[src/rtl/store_size_ctrl.sv]
// -----------------------------------------------------------------------------
// store_size_ctrl
//
// Store-side data-memory sequencer for sw/sh/sb. Word stores write straight
// through; half and byte stores read the aligned word, replace the selected
// little-endian lane with the store data and write the merged word back.
// Requests use a start/busy/done handshake.
//
// Optional feature macro: STORE_ALIGN_CHECK_EN
//   defined   : misaligned sw (addr[1:0]!=0) or sh (addr[0]=1) is rejected
//               with done+err and no memory access.
//   undefined : sw ignores addr[1:0], sh ignores addr[0]; err is raised only
//               for the reserved StoreSize encoding.
//
// Parameters
//   MEM_RD_LAT  cycles from mem_addr valid to mem_rdata valid (1..7)
//
// Ports
//   clk        in   rising-edge clock
//   reset      in   asynchronous active-low reset
//   start      in   store request, sampled only while idle
//   StoreSize  in   2'b00 sw, 2'b01 sh, 2'b10 sb, 2'b11 reserved
//   in_addr    in   byte address
//   in_regB    in   store data (sh uses [15:0], sb uses [7:0])
//   mem_rdata  in   data-memory read data
//   mem_addr   out  word-aligned address of the latched request
//   mem_wr     out  single-cycle write strobe
//   mem_wdata  out  write data, qualified only by mem_wr
//   busy       out  high whenever an operation is in progress
//   done       out  one-cycle completion pulse
//   err        out  one-cycle pulse with done on a rejected request
// -----------------------------------------------------------------------------
module store_size_ctrl #(
   parameter int MEM_RD_LAT = 1
) (
   input  logic        clk,
   input  logic        reset,
   input  logic        start,
   input  logic [1:0]  StoreSize,
   input  logic [31:0] in_addr,
   input  logic [31:0] in_regB,
   input  logic [31:0] mem_rdata,
   output logic [31:0] mem_addr,
   output logic        mem_wr,
   output logic [31:0] mem_wdata,
   output logic        busy,
   output logic        done,
   output logic        err
);

   localparam logic [1:0] SZ_WORD = 2'b00;
   localparam logic [1:0] SZ_HALF = 2'b01;
   localparam logic [1:0] SZ_BYTE = 2'b10;

   localparam logic [2:0] LAT_LAST = 3'(MEM_RD_LAT - 1);

   typedef enum logic [1:0] {
      ST_IDLE  = 2'd0,
      ST_READ  = 2'd1,
      ST_WRITE = 2'd2,
      ST_FAIL  = 2'd3
   } state_t;

   state_t      state, state_next;
   logic [2:0]  lat_cnt;
   logic [1:0]  size_q;
   logic [1:0]  off_q;
   logic [31:0] regb_q;
   logic        accept;
   logic        read_last;

   // Replace the addressed lane of the memory word with the store data.
   function automatic logic [31:0] merge_lane(input logic [31:0] word,
                                              input logic [31:0] data,
                                              input logic [1:0]  size,
                                              input logic [1:0]  off);
      logic [31:0] res;
      res = word;
      if (size == SZ_HALF) begin
         if (off[1]) res[31:16] = data[15:0];
         else        res[15:0]  = data[15:0];
      end else begin
         case (off)
            2'd0:    res[7:0]   = data[7:0];
            2'd1:    res[15:8]  = data[7:0];
            2'd2:    res[23:16] = data[7:0];
            default: res[31:24] = data[7:0];
         endcase
      end
      return res;
   endfunction

`ifdef STORE_ALIGN_CHECK_EN
   // Byte stores can never be misaligned.
   function automatic logic misaligned(input logic [1:0] size,
                                       input logic [1:0] off);
      logic bad;
      bad = 1'b0;
      if (size == SZ_WORD)      bad = (off != 2'b00);
      else if (size == SZ_HALF) bad = off[0];
      return bad;
   endfunction
`endif

   assign accept    = (state == ST_IDLE) && start;
   assign read_last = (state == ST_READ) && (lat_cnt == LAT_LAST);

   // Next-state logic and Moore outputs; strobes derive from state so an
   // asynchronous reset removes them within the same cycle.
   always_comb begin
      state_next = state;
      busy       = 1'b0;
      mem_wr     = 1'b0;
      done       = 1'b0;
      err        = 1'b0;
      case (state)
         ST_IDLE: begin
            if (start) begin
               case (StoreSize)
                  SZ_WORD: state_next = ST_WRITE;
                  SZ_HALF: state_next = ST_READ;
                  SZ_BYTE: state_next = ST_READ;
                  default: state_next = ST_FAIL;
               endcase
`ifdef STORE_ALIGN_CHECK_EN
               if (misaligned(StoreSize, in_addr[1:0])) state_next = ST_FAIL;
`endif
            end
         end
         ST_READ: begin
            busy = 1'b1;
            if (lat_cnt == LAT_LAST) state_next = ST_WRITE;
         end
         ST_WRITE: begin
            busy       = 1'b1;
            mem_wr     = 1'b1;
            done       = 1'b1;
            state_next = ST_IDLE;
         end
         ST_FAIL: begin
            busy       = 1'b1;
            done       = 1'b1;
            err        = 1'b1;
            state_next = ST_IDLE;
         end
         default: state_next = ST_IDLE;
      endcase
   end

   always_ff @(posedge clk or negedge reset) begin
      if (!reset) state <= ST_IDLE;
      else        state <= state_next;
   end

   // Read-latency counter: cleared on entry to READ, counts while reading.
   always_ff @(posedge clk or negedge reset) begin
      if (!reset)                     lat_cnt <= 3'd0;
      else if (state_next == ST_READ && state != ST_READ) lat_cnt <= 3'd0;
      else if (state == ST_READ)      lat_cnt <= lat_cnt + 3'd1;
   end

   // The word address is held from the accepted start until the next one.
   always_ff @(posedge clk or negedge reset) begin
      if (!reset)      mem_addr <= 32'd0;
      else if (accept) mem_addr <= {in_addr[31:2], 2'b00};
   end

   // Write data is prepared on the edge entering WRITE and then held.
   // Word stores take the incoming data directly; half/byte stores merge
   // into the read word sampled on the final READ cycle.
   always_ff @(posedge clk or negedge reset) begin
      if (!reset)
         mem_wdata <= 32'd0;
      else if (accept && state_next == ST_WRITE)
         mem_wdata <= in_regB;
      else if (read_last)
         mem_wdata <= merge_lane(mem_rdata, regb_q, size_q, off_q);
   end

   // Request operands, frozen for the duration of the operation.
   always_ff @(posedge clk) begin
      if (accept) begin
         size_q <= StoreSize;
         off_q  <= in_addr[1:0];
         regb_q <= in_regB;
      end
   end

endmodule

[config.mk]
export PLATFORM = sky130hd
export DESIGN_NAME = store_size_ctrl
export DESIGN_NICKNAME = d
export VERILOG_FILES = /design/src/rtl/store_size_ctrl.sv
export SDC_FILE = /design/constraint.sdc
export NUM_CORES = 1
export LEC_CHECK = 0
export BUFFER_PORTS_ARGS = -buffer_cell sky130_fd_sc_hd__buf_2
export CORE_ASPECT_RATIO = 0.6
export CORE_UTILIZATION = 51
export DETAILED_ROUTE_END_ITERATION = 8
export PLACE_DENSITY = 0.87
export SLEW_MARGIN = 20
export SYNTH_ARGS = -nofsm -noshare
export SYNTH_HDL_FRONTEND = slang
export SYNTH_SLANG_ARGS = --single-unit
[constraint.sdc]
create_clock -name clk -period 3.98 [get_ports clk]
set_input_delay 0.199 -clock clk [delete_from_list [all_inputs] [get_ports clk]]
set_output_delay 0.199 -clock clk [all_outputs]
set_load 0.01 [all_outputs]
==> results of run 1 <==
synth_stat cells, drive strengths merged:
cell / n / area, sq um
o31ai: 1 / 7.51
a21bo: 1 / 10.0
nor2b: 3 / 18.8
edfxtp: 20 / 601
dfrtp: 67 / 1680
o21ai: 15 / 78.8
nand2b: 3 / 26.3
nand3: 16 / 80.1
o211ai: 16 / 120
conb: 1 / 3.75
and3b: 2 / 17.5
or3: 1 / 6.26
inv: 9 / 33.8
nor2: 18 / 67.6
xor2: 1 / 8.76
or2: 1 / 6.26
and2: 1 / 6.26
ha: 3 / 37.5
nor3b: 1 / 18.8
a31oi: 3 / 18.8
a21oi: 50 / 254
clkbuf: 8 / 30.0
nor4b: 3 / 26.3
nand3b: 1 / 7.51
nand2: 21 / 78.8
buf: 19 / 103
nand4bb: 1 / 11.3
o311ai: 3 / 26.3
mux2i: 29 / 290
mux2: 43 / 484
path summary, 6_finish.rpt:
check                                   startpoint                        end  cells after the start
max in group asynchronous                    reset   mem_wdata[2]$_DFFE_PN0P_                      1
min                                          reset    mem_addr[5]$_DFFE_PN0P_                      1
min reg2reg                mem_addr[3]$_DFFE_PN0P_    mem_addr[3]$_DFFE_PN0P_                      1
min in group clk                        in_addr[1]         off_q[1]$_DFFE_PP_                      1
max reg2reg                     off_q[1]$_DFFE_PP_  mem_wdata[31]$_DFFE_PN0P_                      4
max                             off_q[1]$_DFFE_PP_  mem_wdata[31]$_DFFE_PN0P_                      4
power by group:
group          internal [mW]  total [mW]  switching [mW]
clock                  0.520       0.842           0.321
combinational          0.736        1.53           0.791
sequential              1.32        1.60           0.271
total                   2.58        3.96            1.38
critical path, delay by kind of cell, from the launching register on:
kind	cells	cell delay (ps)
AND/OR/NAND/NOR	1	490
AO/OA/AOI/OAI	2	380
multiplexers	1	400
flip-flops	1	1040
flip-flops by register name, indices dropped and copies added, names as in the netlist:
signal / cells
mem_wdata: 32
mem_addr: 30
regb_q: 16
lat_cnt: 3
off_q: 2
size_q: 2
state: 2
metal layers:
layer | wire length, um | vias up
li1 | - | 1612
met5 | 0 | -
met4 | 102 | 0
met3 | 1070 | 10
met2 | 4970 | 195
met1 | 4910 | 1678
area by class of cell:
type	instances	area, sq um	area share
inverter	9	33.8	0.00632
timing repair buffer	170	863	0.162
multi-input combinational	239	1730	0.324
clock inverter	3	41.3	0.00772
tap	108	135	0.0253
sequential	87	2280	0.426
clock buffer	13	260	0.0487
metrics by stage:
stage | hold WS, ps | instance area, sq um
after global routing | 25.5 | 5350
after detailed placement | 365 | 5040
final | -18.9 | 5350
after global placement | 358 | 5040
after floorplan | -96.6 | 4160
after CTS | 11.4 | 5350
logic make-up (layout without fill, tap and decap cells):
| logic type | after synthesis | after routing | share of synthesized area |
|---|---|---|---|
| buffers and inverters | 36 | 195 | 0.0400 |
| xor gates and xnor gates | 1 | 1 | 0.00211 |
| and+or+nand+nor | 72 | 72 | 0.0894 |
| adders and majority gates | 3 | 3 | 0.00903 |
| AOI/OAI and AO/OA | 89 | 89 | 0.124 |
| other | 1 | 2 | 0.000902 |
| muxes | 72 | 72 | 0.186 |
| DFF | 87 | 87 | 0.548 |
==> results.json, run 1 <==
{
  "status": "complete, but fails checks",
  "violated_checks": "hold timing",
  "sequential_element_share_of_the_synthesized_area": 0.548,
  "tritoncts.num_buffers": 9,
  "grt_use_total": 0.268,
  "hold_viol": 20,
  "drt.antenna.violating_nets": 0,
  "ctsResizeCount": 0,
  "peakVddDrop_mv": 0.526,
  "layout.cells.most_common_list": "165 x buf_2, 67 x dfrtp_1, 49 x a21oi_1",
  "grt_pass1_vias": 3459,
  "gr-total-overflow": 0,
  "drc_errors": 0,
  "final_core_utilization": 0.678,
  "drt-wirelength-per-cell_um": 17.6,
  "drt-vias-per-instance": 5.56,
  "synth-warning-count": 0,
  "num_vias": 3495,
  "fillerInstances": 630,
  "crit_path_max_fanout": 23,
  "cts.clk_slew.worst_paths_ps": 60,
  "cap_viol_max_count": 0,
  "grt_antenna_before_repair": 0,
  "library_cells_used_by_synthesis": 36,
  "synthesis.area_per_instance_sq_um": 11.5,
  "grt.met1_usage": 0.357,
  "core_area_sq_um": 7880,
  "endpoint_kind": "flop",
  "period_share": 0.614,
  "postCtsHoldBufs": 0,
  "period_needed_ps": 2440,
  "dp_hpwl_um": 7930,
  "diodes": 0,
  "slew_of_the_pin_with_the_lowest_slew_margin_ps": 1060,
  "fin_nets": 620,
  "worstPathRequired_ps": 4180,
  "finalPower_mw": 3.96,
  "synth_seq_cells": 87,
  "worstSkewPairLatency_ps": 330,
  "io_pins": 169,
  "timing.reg2reg.setup_slack_ps": 1540,
  "critPathLaunchType": "flop",
  "setup_viol": 0,
  "clk_root_buffer_cell": "clkbuf_16",
  "critical_path_arrival_ps": 2640,
  "dp_worst_setup_slack_ps": 1580,
  "totalWireLength_um": 11100,
  "layout.cells.most_common": "buf_2",
  "dr.pass1.iters": 5,
  "initial_core_util": 0.527,
  "cts.sink_count": 87,
  "grt_pass1_wl_um": 17500,
  "dieArea_sq_um": 8520,
  "fp.dieW_um": 119,
  "whs_ps": -18.9,
  "rsz_0062_raised_after_global_routing": "false",
  "post-cts-setup-buffer-count": 0,
  "final_max_slew_viol_count": 0,
  "chipHeight_um": 71.9,
  "drive_gt1_frac": 0.451,
  "timing.critical_path.slowest_stage_cell": "edfxtp_1",
  "cts.htree.levels": 3,
  "groute.layer.met3.usage": 0.0841,
  "final.setup_skew_ps": 3.58,
  "pwr_density_cell_nw_per_um2": 742,
  "syn_area_sq_um": 4160,
  "buffer_ports.inserted": 166,
  "maxClockFrequency_mhz": 409,
  "holdCritPathClass": "in2async",
  "core.rowCount": 25,
  "drt_first_iter_violations": 305,
  "max-clock-path-buffers": 2,
  "synthCells": 361,
  "top_usage_layer": "met2",
  "maxSlewHeadroom": 0.291,
  "cells_along_the_critical_path": "nand2_1, mux2_2, o21ai_0, a21oi_1",
  "fin_ws_ps": 1540,
  "fin_tns_setup_ps": 0,
  "stdcell_count": 629,
  "cts_tree": "yes",
  "worst-setup-path-type": "reg2reg",
  "critPathMaxStageDelay_ps": 1040,
  "grt_start_max_net_pins": 68,
  "syn_to_final_growth_pct": 28.6,
  "routabilityCongestion": 0.825,
  "power.static_leakage_nw": 2.54,
  "placed_cells_incl_taps": 613,
  "use_met2": 0.428
}
(Power assumes the default switching activity.)
==> inputs of run 2 (changes only) <==
--- a/config.mk
+++ b/config.mk
@@ -7,9 +7,9 @@
 export LEC_CHECK = 0
 export BUFFER_PORTS_ARGS = -buffer_cell sky130_fd_sc_hd__buf_2
 export CORE_ASPECT_RATIO = 0.6
-export CORE_UTILIZATION = 51
+export CORE_UTILIZATION = 48
 export DETAILED_ROUTE_END_ITERATION = 8
-export PLACE_DENSITY = 0.87
+export PLACE_DENSITY = 0.83
 export SLEW_MARGIN = 20
 export SYNTH_ARGS = -nofsm -noshare
 export SYNTH_HDL_FRONTEND = slang
==> constraint.sdc (replaced) <==
create_clock -name clk -period 2.3 [get_ports clk]
set_input_delay 0.115 -clock clk [delete_from_list [all_inputs] [get_ports clk]]
set_output_delay 0.115 -clock clk [all_outputs]
set_load 0.01 [all_outputs]
==> results.json, run 2 (synthesis gave the netlist of run 1 again) <==
{
  "post-cts-setup-buffer-count": 0,
  "routabilityCongestion": 0.829,
  "largest_reg_flops": 32,
  "finish.instance_area_sq_um": 5810,
  "holdCritPathClass": "in2reg",
  "dp_hpwl_um": 8560,
  "initial_core_util": 0.511,
  "finalPower_mw": 7.01,
  "drt_first_iter_violations": 229,
  "power.static_leakage_nw": 2.75,
  "layout.cells.most_common_list": "166 x buf_2, 67 x dfrtp_1, 49 x a21oi_1",
  "fin_tns_setup_ps": 0,
  "crit_path_max_fanout": 28,
  "rsz_0062_raised_after_global_routing": "false",
  "layout.cells.most_common": "buf_2",
  "critical_path_arrival_ps": 2120,
  "ctsResizeCount": 0,
  "drt.antenna.violating_nets": 0,
  "drt-vias-per-instance": 5.45,
  "fp.dieW_um": 122,
  "cts.sink_count": 87,
  "maxClockFrequency_mhz": 540,
  "setup_viol": 0,
  "period_needed_ps": 1850,
  "dr.pass1.iters": 4,
  "syn_to_final_growth_pct": 39.7,
  "peakVddDrop_mv": 0.729,
  "worstSkewPairLatency_ps": 350,
  "stdcell_count": 677,
  "fin_nets": 668,
  "reg.largest.list": "mem_wdata (32), mem_addr (30), regb_q (16)",
  "largest_register": "mem_wdata",
  "buffer_ports.inserted": 166,
  "chipHeight_um": 74.1,
  "period_share": 0.805,
  "grt_antenna_before_repair": 0,
  "multiInputGateArea_sq_um": 1730,
  "grt_start_max_net_pins": 52,
  "fin_ws_ps": 448,
  "grt_use_total": 0.280,
  "sequential_cell_area_sq_um": 2280,
  "cts.htree.levels": 3,
  "maxSlewHeadroom": 0.564,
  "num_vias": 3687,
  "endpoint_kind": "flop",
  "clk_root_buffer_cell": "clkbuf_16",
  "pwr_density_cell_nw_per_um2": 1210,
  "core_area_sq_um": 8130,
  "hold_viol": 0,
  "io_pins": 169,
  "drc_errors": 0,
  "placedInstanceArea_sq_um": 5140,
  "worstPathRequired_ps": 2570,
  "critPathLaunchType": "flop",
  "worst-setup-path-type": "reg2reg",
  "placed_cells_incl_taps": 624,
  "max-clock-path-buffers": 2,
  "final_max_slew_viol_count": 0,
  "cts_tree": "yes",
  "cap_viol_max_count": 0,
  "totalWireLength_um": 12100,
  "slew_of_the_pin_with_the_lowest_slew_margin_ps": 654,
  "diodes": 0,
  "dieArea_sq_um": 9050,
  "drt-wirelength-per-cell_um": 17.9,
  "postCtsHoldBufs": 35,
  "final_core_utilization": 0.714,
  "drive_gt1_frac": 0.432,
  "tritoncts.num_buffers": 9,
  "grt_pass1_vias": 3778,
  "grt_pass1_wl_um": 18900,
  "core.rowCount": 25,
  "status": "finished clean",
  "gr-total-overflow": 0,
  "final.setup_skew_ps": 5.48,
  "whs_ps": 5.54,
  "dp_worst_setup_slack_ps": 461,
  "cts.clk_slew.worst_paths_ps": 60,
  "fillerInstances": 582
}
-- run 2: final timing paths --
path | start | to | slack, ps | cells past startpoint
worst max-delay path | lat_cnt[0]$_DFFE_PN0P_ | mem_wdata[9]$_DFFE_PN0P_ | 450 | 7
worst min-delay path | in_addr[3] | mem_addr[3]$_DFFE_PN0P_ | 6 | 2
worst max register to register | lat_cnt[0]$_DFFE_PN0P_ | mem_wdata[9]$_DFFE_PN0P_ | 450 | 7
worst min register to register | mem_addr[31]$_DFFE_PN0P_ | mem_addr[31]$_DFFE_PN0P_ | 500 | 1
max in group asynchronous | reset | mem_addr[27]$_DFFE_PN0P_ | 1210 | 3
min in group asynchronous | reset | mem_addr[12]$_DFFE_PN0P_ | 350 | 2
-- run 2: cell type report --
class,count,area share
clock buffers,10,0.0412
clock inverters,6,0.0103
inverters,9,0.00582
flip-flops and latches,87,0.392
repair buffers,218,0.228
multi-input cells,239,0.299
well taps,108,0.0233
-- run 2: report_power, final --
group,switching (mW),internal [mW]
Clock,0.612,0.866
Sequential,0.451,2.29
Combinational,1.43,1.37
-- run 2: worst max-delay path, stage by stage (launching register included) --
cell and delay (ps):
dfrtp_1 390, inv_1 100, ha_1 220, nand4bb_4 390, buf_4 330, a21oi_1 120
o21ai_0 90, a21oi_1 130
-- run 2: layer usage --
layer | vias to the layer above | part of all wire | GRT usage
met2 | 163 | 0.47 | 0.462
met5 | - | 0 | 0
met4 | 0 | 0.017 | 0.0894
li1 | 1709 | - | -
met1 | 1793 | 0.44 | 0.365
met3 | 22 | 0.071 | 0.0782
